==> src/rtl/wb_arbiter_pkg.sv <==
// ============================================================================
// Module : wb_arbiter_pkg
// Brief  : Shared widths, constants and request type for the writeback arbiter.
// Rev    : 1.0  initial release
// ============================================================================
`default_nettype none

package wb_arbiter_pkg;

    localparam int REG_AW = 5;
    localparam int DATA_W = 32;
    localparam int NREGS  = 1 << REG_AW;

    localparam logic [REG_AW-1:0] R0 = '0;

    typedef struct packed {
        logic              valid;
        logic [REG_AW-1:0] addr;
        logic [DATA_W-1:0] data;
    } wb_req_t;

    function automatic logic addr_hit(input wb_req_t req, input logic [REG_AW-1:0] addr);
        return req.valid && (req.addr == addr);
    endfunction

endpackage

`default_nettype wire

==> src/rtl/wb_fifo.sv <==
// ============================================================================
// Module : wb_fifo
// Brief  : Long-latency result FIFO with per-entry kill-by-address and pending decode.
// Rev    : 1.0  initial release
// ============================================================================
`default_nettype none

module wb_fifo
    import wb_arbiter_pkg::*;
#(
    parameter int DEPTH = 4
) (
    input  logic              clk,
    input  logic              reset,
    input  logic              push_i,
    input  logic              push_live_i,
    input  logic [REG_AW-1:0] push_addr_i,
    input  logic [DATA_W-1:0] push_data_i,
    input  logic              pop_i,
    input  logic              kill_a_i,
    input  logic [REG_AW-1:0] kill_addr_a_i,
    input  logic              kill_b_i,
    input  logic [REG_AW-1:0] kill_addr_b_i,
    output logic              empty_o,
    output logic              ready_o,
    output logic              head_live_o,
    output logic [REG_AW-1:0] head_addr_o,
    output logic [DATA_W-1:0] head_data_o,
    output logic [NREGS-1:0]  pending_o
);

    localparam int PTR_W = $clog2(DEPTH);
    localparam int CNT_W = PTR_W + 1;

    logic [PTR_W-1:0]  wr_ptr_q, rd_ptr_q;
    logic [CNT_W-1:0]  count_q, count_d;
    logic [DEPTH-1:0]  live_q, live_d;
    logic [REG_AW-1:0] addr_q [DEPTH];
    logic [DATA_W-1:0] data_q [DEPTH];

    assign empty_o     = (count_q == '0);
    assign ready_o     = (count_q < CNT_W'(DEPTH));
    assign head_live_o = live_q[rd_ptr_q];
    assign head_addr_o = addr_q[rd_ptr_q];
    assign head_data_o = data_q[rd_ptr_q];

    // Push overrides kill/pop on the same slot: a freshly written entry carries its own liveness.
    generate
        for (genvar i = 0; i < DEPTH; i++) begin : g_entry
            always_comb begin
                live_d[i] = live_q[i];
                if ((kill_a_i && addr_q[i] == kill_addr_a_i) ||
                    (kill_b_i && addr_q[i] == kill_addr_b_i)) begin
                    live_d[i] = 1'b0;
                end
                if (pop_i && rd_ptr_q == PTR_W'(i)) begin
                    live_d[i] = 1'b0;
                end
                if (push_i && wr_ptr_q == PTR_W'(i)) begin
                    live_d[i] = push_live_i;
                end
            end
        end
    endgenerate

    always_comb begin
        count_d = count_q;
        if (push_i && !pop_i) begin
            count_d = count_q + CNT_W'(1);
        end else if (pop_i && !push_i) begin
            count_d = count_q - CNT_W'(1);
        end
    end

    always_ff @(posedge clk or posedge reset) begin
        if (reset) begin
            wr_ptr_q <= '0;
            rd_ptr_q <= '0;
            count_q  <= '0;
            live_q   <= '0;
        end else begin
            if (push_i) begin
                wr_ptr_q <= wr_ptr_q + PTR_W'(1);
            end
            if (pop_i) begin
                rd_ptr_q <= rd_ptr_q + PTR_W'(1);
            end
            count_q <= count_d;
            live_q  <= live_d;
        end
    end

    always_ff @(posedge clk) begin
        if (push_i) begin
            addr_q[wr_ptr_q] <= push_addr_i;
            data_q[wr_ptr_q] <= push_data_i;
        end
    end

    always_comb begin
        pending_o = '0;
        for (int i = 0; i < DEPTH; i++) begin
            if (live_q[i]) begin
                pending_o[addr_q[i]] = 1'b1;
            end
        end
        pending_o[0] = 1'b0;
    end

endmodule

`default_nettype wire

==> src/rtl/wb_arbiter.sv <==
// ============================================================================
// Module : wb_arbiter
// Brief  : Dual-port writeback arbiter for pipes A/B plus a buffered long-latency unit.
// Rev    : 1.0  initial release
// ============================================================================
`default_nettype none

module wb_arbiter
    import wb_arbiter_pkg::*;
#(
    parameter int DEPTH = 4
) (
    input  logic              clk,
    input  logic              reset,
    input  logic              pa_valid_i,
    input  logic [REG_AW-1:0] pa_addr_i,
    input  logic [DATA_W-1:0] pa_data_i,
    input  logic              pb_valid_i,
    input  logic [REG_AW-1:0] pb_addr_i,
    input  logic [DATA_W-1:0] pb_data_i,
    input  logic              ll_valid_i,
    input  logic [REG_AW-1:0] ll_addr_i,
    input  logic [DATA_W-1:0] ll_data_i,
    output logic              ll_ready_o,
    output logic              wr_en_a_o,
    output logic [REG_AW-1:0] wr_addr_a_o,
    output logic [DATA_W-1:0] wr_data_a_o,
    output logic              wr_en_b_o,
    output logic [REG_AW-1:0] wr_addr_b_o,
    output logic [DATA_W-1:0] wr_data_b_o,
    output logic [NREGS-1:0]  pending_o,
    output logic [7:0]        kill_cnt_o
);

    wb_req_t           pa_acc, pb_acc;
    wb_req_t           port_a_d, port_a_q, port_b_d, port_b_q;
    logic              issue_a, head_live, pop_dead, pop_live, ll_push, ll_live;
    logic              fifo_empty, fifo_head_live;
    logic [REG_AW-1:0] fifo_head_addr;
    logic [DATA_W-1:0] fifo_head_data;
    logic [7:0]        kill_cnt_q, kill_cnt_d;

    // A head matching a same-cycle pipe write is treated as dead now, so both
    // ports never target one register in the same cycle.
    always_comb begin
        pa_acc    = '{valid: pa_valid_i && (pa_addr_i != R0), addr: pa_addr_i, data: pa_data_i};
        pb_acc    = '{valid: pb_valid_i && (pb_addr_i != R0), addr: pb_addr_i, data: pb_data_i};
        issue_a   = pa_acc.valid && !addr_hit(pb_acc, pa_acc.addr);
        head_live = fifo_head_live && !addr_hit(pa_acc, fifo_head_addr)
                                   && !addr_hit(pb_acc, fifo_head_addr);
        pop_dead  = !fifo_empty && !head_live;
        pop_live  = !fifo_empty && head_live && (!issue_a || !pb_acc.valid);
        ll_push   = ll_valid_i && ll_ready_o;
        ll_live   = (ll_addr_i != R0) && !addr_hit(pa_acc, ll_addr_i)
                                      && !addr_hit(pb_acc, ll_addr_i);

        port_a_d = '0;
        port_b_d = '0;
        if (issue_a) begin
            port_a_d = pa_acc;
        end else if (pop_live) begin
            port_a_d = '{valid: 1'b1, addr: fifo_head_addr, data: fifo_head_data};
        end
        if (pb_acc.valid) begin
            port_b_d = pb_acc;
        end else if (pop_live && issue_a) begin
            port_b_d = '{valid: 1'b1, addr: fifo_head_addr, data: fifo_head_data};
        end

        kill_cnt_d = kill_cnt_q;
        if (pop_dead && kill_cnt_q != 8'hFF) begin
            kill_cnt_d = kill_cnt_q + 8'd1;
        end
    end

    wb_fifo #(
        .DEPTH(DEPTH)
    ) u_fifo (
        .clk           (clk),
        .reset         (reset),
        .push_i        (ll_push),
        .push_live_i   (ll_live),
        .push_addr_i   (ll_addr_i),
        .push_data_i   (ll_data_i),
        .pop_i         (pop_dead || pop_live),
        .kill_a_i      (pa_acc.valid),
        .kill_addr_a_i (pa_acc.addr),
        .kill_b_i      (pb_acc.valid),
        .kill_addr_b_i (pb_acc.addr),
        .empty_o       (fifo_empty),
        .ready_o       (ll_ready_o),
        .head_live_o   (fifo_head_live),
        .head_addr_o   (fifo_head_addr),
        .head_data_o   (fifo_head_data),
        .pending_o     (pending_o)
    );

    always_ff @(posedge clk or posedge reset) begin
        if (reset) begin
            port_a_q   <= '0;
            port_b_q   <= '0;
            kill_cnt_q <= '0;
        end else begin
            port_a_q   <= port_a_d;
            port_b_q   <= port_b_d;
            kill_cnt_q <= kill_cnt_d;
        end
    end

    assign wr_en_a_o   = port_a_q.valid;
    assign wr_addr_a_o = port_a_q.addr;
    assign wr_data_a_o = port_a_q.data;
    assign wr_en_b_o   = port_b_q.valid;
    assign wr_addr_b_o = port_b_q.addr;
    assign wr_data_b_o = port_b_q.data;
    assign kill_cnt_o  = kill_cnt_q;

endmodule

`default_nettype wire
==> config.mk <==
export PLATFORM = sky130hd
export DESIGN_NAME = wb_arbiter
export DESIGN_NICKNAME = d
export VERILOG_FILES = /design/src/rtl/wb_arbiter_pkg.sv /design/src/rtl/wb_fifo.sv /design/src/rtl/wb_arbiter.sv
export SDC_FILE = /design/constraint.sdc
export NUM_CORES = 1
export LEC_CHECK = 0
export ABC_AREA = 1
export ABC_CLOCK_PERIOD_IN_PS = 6100
export CAP_MARGIN = 30
export CORE_ASPECT_RATIO = 0.5
export CORE_MARGIN = 2
export CORE_UTILIZATION = 56
export DETAILED_ROUTE_END_ITERATION = 8
export PLACE_DENSITY = 0.87
export RECOVER_POWER = 25
export SYNTH_ARGS = -nofsm -noshare
export SYNTH_HDL_FRONTEND = slang
export SYNTH_SLANG_ARGS = --single-unit
==> constraint.sdc <==
create_clock -name clk -period 6.1 [get_ports clk]
set_input_delay 1.525 -clock clk [delete_from_list [all_inputs] [get_ports clk]]
set_output_delay 1.525 -clock clk [all_outputs]
set_load 0.02 [all_outputs]
# Word level (Yosys, flattened, before mapping)
# Memories as Yosys holds them, arrays and structs flattened.
# Cells that the tools add are included.
[totals]
register_bits = 95
mem_bits_rw = 148
input_bits = 116
output_inout_bits = 117
memories = 2
[memory_table]
columns = ["memory", "words", "width", "rd", "rd_ports_with_merged_regs", "wr", "line", "source"]
rows = [
  ["u_fifo.data_q", 4, 32, 1, 0, 1, "wb_fifo.sv:39", "logic [DATA_W-1:0] data_q [DEPTH];"],
  ["u_fifo.addr_q", 4, 5, 5, 0, 1, "wb_fifo.sv:38", "logic [REG_AW-1:0] addr_q [DEPTH];"],
]
[classes]
add_sub_neg = 5
order_cmp = 10
eq_ne = 20
mux = 34
bitwise_logic = 3
n_reduce_logical = 68
[op_table]
columns = ["operator", "count"]
rows = [
  ["$mux W38", 4],
  ["$mux W32", 4],
  ["$or A32 B32 Y32", 3],
  ["$eq A5 B5 Y1", 13],
  ["$logic_and A1 B1 Y1", 40],
  ["$lt A5 B6 Y1 const B", 4],
  ["$demux W1 S5", 4],
  ["$ge A5 B1 Y1 const B", 4],
  ["$mux W1", 19],
  ["$reduce_bool A5 Y1", 3],
  ["$reduce_bool A3 Y1", 4],
  ["$logic_not A1 Y1", 11],
  ["$add A8 B1 Y8 const B", 1],
  ["$eq A2 B2 Y1 const B", 4],
  ["$ne A8 B8 Y1 const B", 1],
  ["$logic_or A1 B1 Y1", 6],
  ["$mux W3", 2],
  ["$add A2 B1 Y2 const B", 2],
  ["$eq A2 B1 Y1 const B", 2],
  ["$logic_not A2 Y1", 2],
  ["$add A3 B1 Y3 const B", 1],
  ["$logic_not A3 Y1", 1],
  ["$lt A2 B3 Y1 const B", 1],
  ["$lt A3 B3 Y1 const B", 1],
  ["3 further kinds", 3],
]

# Longest topological paths before layout
[depth]
word_depth = 12
mapped_depth = 19

# Cells and area by module
# From an unflattened synthesis, not the netlist that was laid out.
[hier_totals]
cells_unflattened = 1195
hier_area_um2 = 11597.4
[by_module_without_submodules]
columns = ["module", "instances", "cells_per_inst", "area_per_inst_um2"]
rows = [
  ["wb_fifo", 1, 731, 7593.5],
  ["wb_arbiter", 1, 464, 4003.8],
]

# Worst setup path before layout
# No wires, ideal clock.
[synth_path]
kind = "input port to flip-flop"
startpoint = "input port pb_addr_i[3]"
endpoint = "register u_fifo.count_q[2]"
setup_ns = 0.132
arrival_time_ns = 3.721
required_time_ns = 5.968
path_slack_ns = 2.247
cell_stages = 16
n_path_buf = 1
path_cell_list = "buf_2 -> nor2_1 -> nand3_1 -> nand2_1 -> inv_2 -> nand4_1 -> nand2_2 -> o21ai_1 -> nand2_1 -> inv_1 -> ha_1 -> inv_1 -> fa_1 -> a21oi_1 -> o21ai_0 -> xor2_1"
[synth_via]
elab_chain_len = 12
word_cells_on_any_way = 23
cone_classes = "eq/ne: 2; mux: 1; reduce/logical: 20"
[synth_rtl]
columns = ["element", "line", "source"]
rows = [
  ["start: declaration", "wb_arbiter.sv:19", "input logic [REG_AW-1:0] pb_addr_i,"],
  ["$reduce_bool A5 Y1", "wb_arbiter.sv:47", "pb_acc = '{valid: pb_valid_i && (pb_addr_i != R0), addr: pb_addr_i, data: pb_data_i};"],
  ["$logic_and A1 B1 Y1", "wb_arbiter.sv:47", ""],
  ["$logic_and A1 B1 Y1", "wb_arbiter_pkg.sv:23", "return req.valid && (req.addr == addr);"],
  ["$logic_not A1 Y1", "wb_arbiter.sv:48", "issue_a = pa_acc.valid && !addr_hit(pb_acc, pa_acc.addr);"],
  ["$logic_and A1 B1 Y1", "wb_arbiter.sv:48", ""],
  ["$logic_not A1 Y1", "wb_arbiter.sv:52", "pop_live = !fifo_empty && head_live && (!issue_a || !pb_acc.valid);"],
  ["$logic_or A1 B1 Y1", "wb_arbiter.sv:52", ""],
  ["$logic_and A1 B1 Y1", "wb_arbiter.sv:52", ""],
  ["$logic_or A1 B1 Y1 (*)", "wb_arbiter.sv:85", ".pop_i (pop_dead || pop_live),"],
  ["$logic_not A1 Y1", "wb_fifo.sv:68", "if (push_i && !pop_i) begin"],
  ["$logic_and A1 B1 Y1", "wb_fifo.sv:68", ""],
  ["$mux W3 or $reduce_bool A2 Y1 (tied branches)", "n/a", ""],
  ["end signal: assignment", "wb_fifo.sv:88", "count_q <= count_d;"],
  ["end: declaration", "wb_fifo.sv:36", "logic [CNT_W-1:0] count_q, count_d;"],
]
# Mark *: on every way between the ends. The rest lies on a longest branch, timed or not.
# A chain may end at the register's enable or synchronous reset.

# Worst setup path after layout
# Same ends and word-level chain as after synthesis.

==> run_results.csv <==
group,metric,value,unit
critical_path,r2r_cells,18,
floorplanning,core_region_area,19700,µm²
critical_path,critPathKind,"primary input to flip-flop",
routing,postRouteWirelength,34.9,mm
critical_path,crit_path_end_kind,"flip-flop",
clock_tree,post_cts_buffers,0,
critical_path,crit_family,"buffers and inverters",
synthesis,yosys_register_bits,243,
critical_path,r2r_end,"u_fifo.count_q[2]",
sta,fin_crit,4.55,ns
floorplanning,dieArea,21600,µm²
critical_path,crit_arrival,4.96,ns
clock_tree,cts_max_level,1,
critical_path,cp-start-kind,"primary input",
clock_tree,cts_resized,0,
finish,area_growth,27.7,%
finish,nNetsFinal,1429,
sta,finalCritPeriodShare,74.6,%
clock_tree,insertion_delay,0.53,ns
finish,utilization,73.9,%
synthesis,synthesis.area,11400,µm²
routing,vias_per_cell,6.01,
floorplanning,die_x,206,µm
global_route,grtUsageTotal,32.5,%
placement,placed_cells_incl_taps,1544,
critical_path,cp_slowest_cell,"clkdlybuf4s50_1",
synthesis,ys_warn_count,0,
sta,holdWs,0.541,ns
power_and_ir_drop,power_density,414,nW/µm²
critical_path,cp_max_fo,20,
floorplanning,rows,36,
sta,tightestPinTransition,0.965,ns
critical_path,cp_num_buf_inv,4,
sta,setup_viol,0,
sta,setup_tns,0,ns
power_and_ir_drop,p_comb_share,38.6,%
sta,skew,0.0116,ns
placement,dp_hpwl,23.2,mm
placement,dp_slack,1.20,ns
synthesis,seq_area_frac_synth,59.9,%
routing,top_layer_used,"met4",
sta,rsz0062_at_grt,"no",
critical_path,reg2reg_setup_slack,2.33,ns
synthesis,synth_nets,1238,
power_and_ir_drop,p_int,3660,µW
sta,fmax,0.220,GHz
power_and_ir_drop,seqPwrFrac,37.6,%
placement,gp_congestion,0.966,
status,status,"finished, final reports clean",
global_route,first_global_vias,9328,
sta,maxSlewViolCount,0,
sta,hold_viol_final,0,
routing,wl_met2,16.7,mm
worst_hold_path,worstHoldPathType,"flip-flop to flip-flop",
clock_tree,root_buffer,"clkbuf_16",
routing,drtAntennaViolNets,0,
floorplanning,start_util,57.9,%
power_and_ir_drop,leakagePower,0.00567,µW
synthesis,syn-mean-instance-area,10.3,µm²
routing,met1Wirelength,14.7,mm
routing,vias,9525,
finish,drive_gt1_share,5.54,%
global_route,grt.overflow.total,0,
routing,first_pass_iters,7,
power_and_ir_drop,p_sw_share,39.1,%
worst_hold_path,worstHoldStart,"kill_cnt_o[0]",
routing,route.detailed.drc,0,
synthesis,synthDistinctLibCells,34,
worst_hold_path,whs_endpoint,"kill_cnt_o[0]",
critical_path,max_stage_delay,0.67,ns
clock_tree,clk_pin_slew,0.07,ns
global_route,grt_max_degree,79,
sta,slew-limit-headroom,35.6,%
clock_tree,clock-sinks,243,
finish,fin_cells,1585,
power_and_ir_drop,p_switching,2350,µW
routing,wl_per_cell,22.0,µm
floorplanning,pin_count,233,
power_and_ir_drop,pwr-share-clk,23.9,%
clock_tree,cts_buffers,22,
critical_path,required,6.50,ns
routing,drt_iter0_drc,1080,
routing,wl_met3,2.68,mm
sta,layout_setup_ws,1.55,ns
critical_path,crit_chain,"clkdlybuf4s50_1 > nor2_1 > nand3_1 > nand2_1 > inv_2 > nand4_1 > nand2_2 > o21ai_1 > nand2_1 > inv_1 > ha_1 > inv_1 > fa_1 > a21oi_1 > o21ai_0 > xor2_1",
synthesis,syn_inst,1111,
power_and_ir_drop,peakVddDrop,0.289,mV
placement,numPortBuffers,231,
global_route,grt_pass1_wl,53.3,mm
critical_path,r2r-start,"u_fifo.rd_ptr_q[1]",
clock_tree,clk_path_buf_depth,3,
clock_tree,cts_hold_buf,0,
global_route,grt_antenna_before_repair,0,
run,cap_violations,0,
clock_tree,cts_tree,"built",
floorplanning,die_h,105,µm
worst_hold_path,hold_path_depth,1,
cell type report:
type	count	area, µm²
sequential	243	6820
fill	1304	5130
multi-input combinational	740	4030
timing repair buffer	243	2400
clock buffer	28	603
tap	266	333
inverter	52	198
clock inverter	12	156
antenna	1	2.50
power groups by stage:
stage | sequential [µW] | combinational, µW | clock [µW]
after floorplan | 2400 | 1300 | 0
after global placement | 2270 | 2220 | 0
after detailed placement | 2280 | 2270 | 0
after CTS | 2250 | 2300 | 1450
after global routing | 2290 | 2510 | 1510
final | 2260 | 2320 | 1440
stage by stage:
step	instance area, µm²	total power (µW)
6_report	14500	6020
5_1_grt	14500	6310
4_1_cts	14500	6000
3_5_place_dp	13800	4550
3_3_place_gp	13800	4490
2_1_floorplan	11400	3700
sequential cells by signal (all words and copies together), names as in the netlist:
register / cells
wr_en_b_o: 1
wr_en_a_o: 1
u_fifo.wr_ptr_q: 2
u_fifo.data_q: 128
u_fifo.rd_ptr_q: 2
u_fifo.addr_q: 20
wr_data_a_o: 32
u_fifo.live_q: 4
kill_cnt_o: 8
u_fifo.count_q: 3
wr_data_b_o: 32
wr_addr_a_o: 5
wr_addr_b_o: 5
cells in the final DEF (no fill, tap or decap), drive strengths merged, types with 2 or more instances in the layout:
cell type	instances
o221ai	31
inv	53
dfrtp	95
xor2	31
ha	10
clkinv	6
dlygate4sd3	38
nor4	2
o22ai	33
nand2	224
edfxtp	148
nor3	16
a21oi	7
clkinvlp	3
nor2	80
buf	12
clkbuf	28
nand4	8
o22a	30
clkdlybuf4s50	193
o21ai	89
xnor2	34
nand3b	6
nand3	133
bufinv	2
worst reg2reg max path: cells and delay by family (launching register included):
kind	cells	cell delay [ns]
xor gates and xnor gates	1	0.17
buffers and inverters	4	0.96
DFF	1	0.37
adders and majority gates	2	0.54
and+or+nand+nor	9	1.29
AOI/OAI and AO/OA	2	0.30
synthesized netlist by cell type (all sizes together):
cell type  count  share of area (%)
nand2        224                7.5
edfxtp       148                 39
nand3        133                6.1
dfrtp         95                 21
o21ai         89                3.9
nor2          80                2.7
inv           52                1.7
clkbuf        41                1.4
buf           35                1.7
xnor2         34                2.6
o22ai         33                1.8
o221ai        31                2.4
xor2          31                2.4
o22a          30                2.3
nor3          16               0.70
ha            10                1.1
nand4          8               0.44
a21oi          7               0.31
nand3b         6               0.40
nor4           2               0.11
a31oi          1              0.055
conb           1              0.033
fa             1               0.18
mux2           1              0.099
o211ai         1               0.11
o31ai          1              0.066
cell families after synthesis:
logic type / count (synthesis) / share of synthesized area (%)
compound gates: 193 / 11.0
xor+xnor: 65 / 5.00
fa+ha+maj: 11 / 1.27
buf+inv: 128 / 4.80
flops: 243 / 59.9
mux: 1 / 0.0988
other cells: 1 / 0.0329
simple gates: 469 / 18.0
metal layers:
layer | vias up | GRT usage, %
met2 | 469 | 52.2
met1 | 4708 | 45.3
met3 | 74 | 6.49
met5 | - | 0
li1 | 4274 | -
met4 | 0 | 9.20
how the worst max path moves through the flow:
stage,start,end,depth (start not counted)
2_1_floorplan,reset,kill_cnt_o[0],1
3_3_place_gp,pb_addr_i[1],u_fifo.count_q[2],16
3_5_place_dp,pb_addr_i[1],u_fifo.count_q[2],16
4_1_cts,pb_addr_i[1],u_fifo.count_q[2],16
5_1_grt,pb_addr_i[1],u_fifo.count_q[2],16
6_report,pb_addr_i[3],u_fifo.count_q[2],16
(Power assumes the default switching activity.)
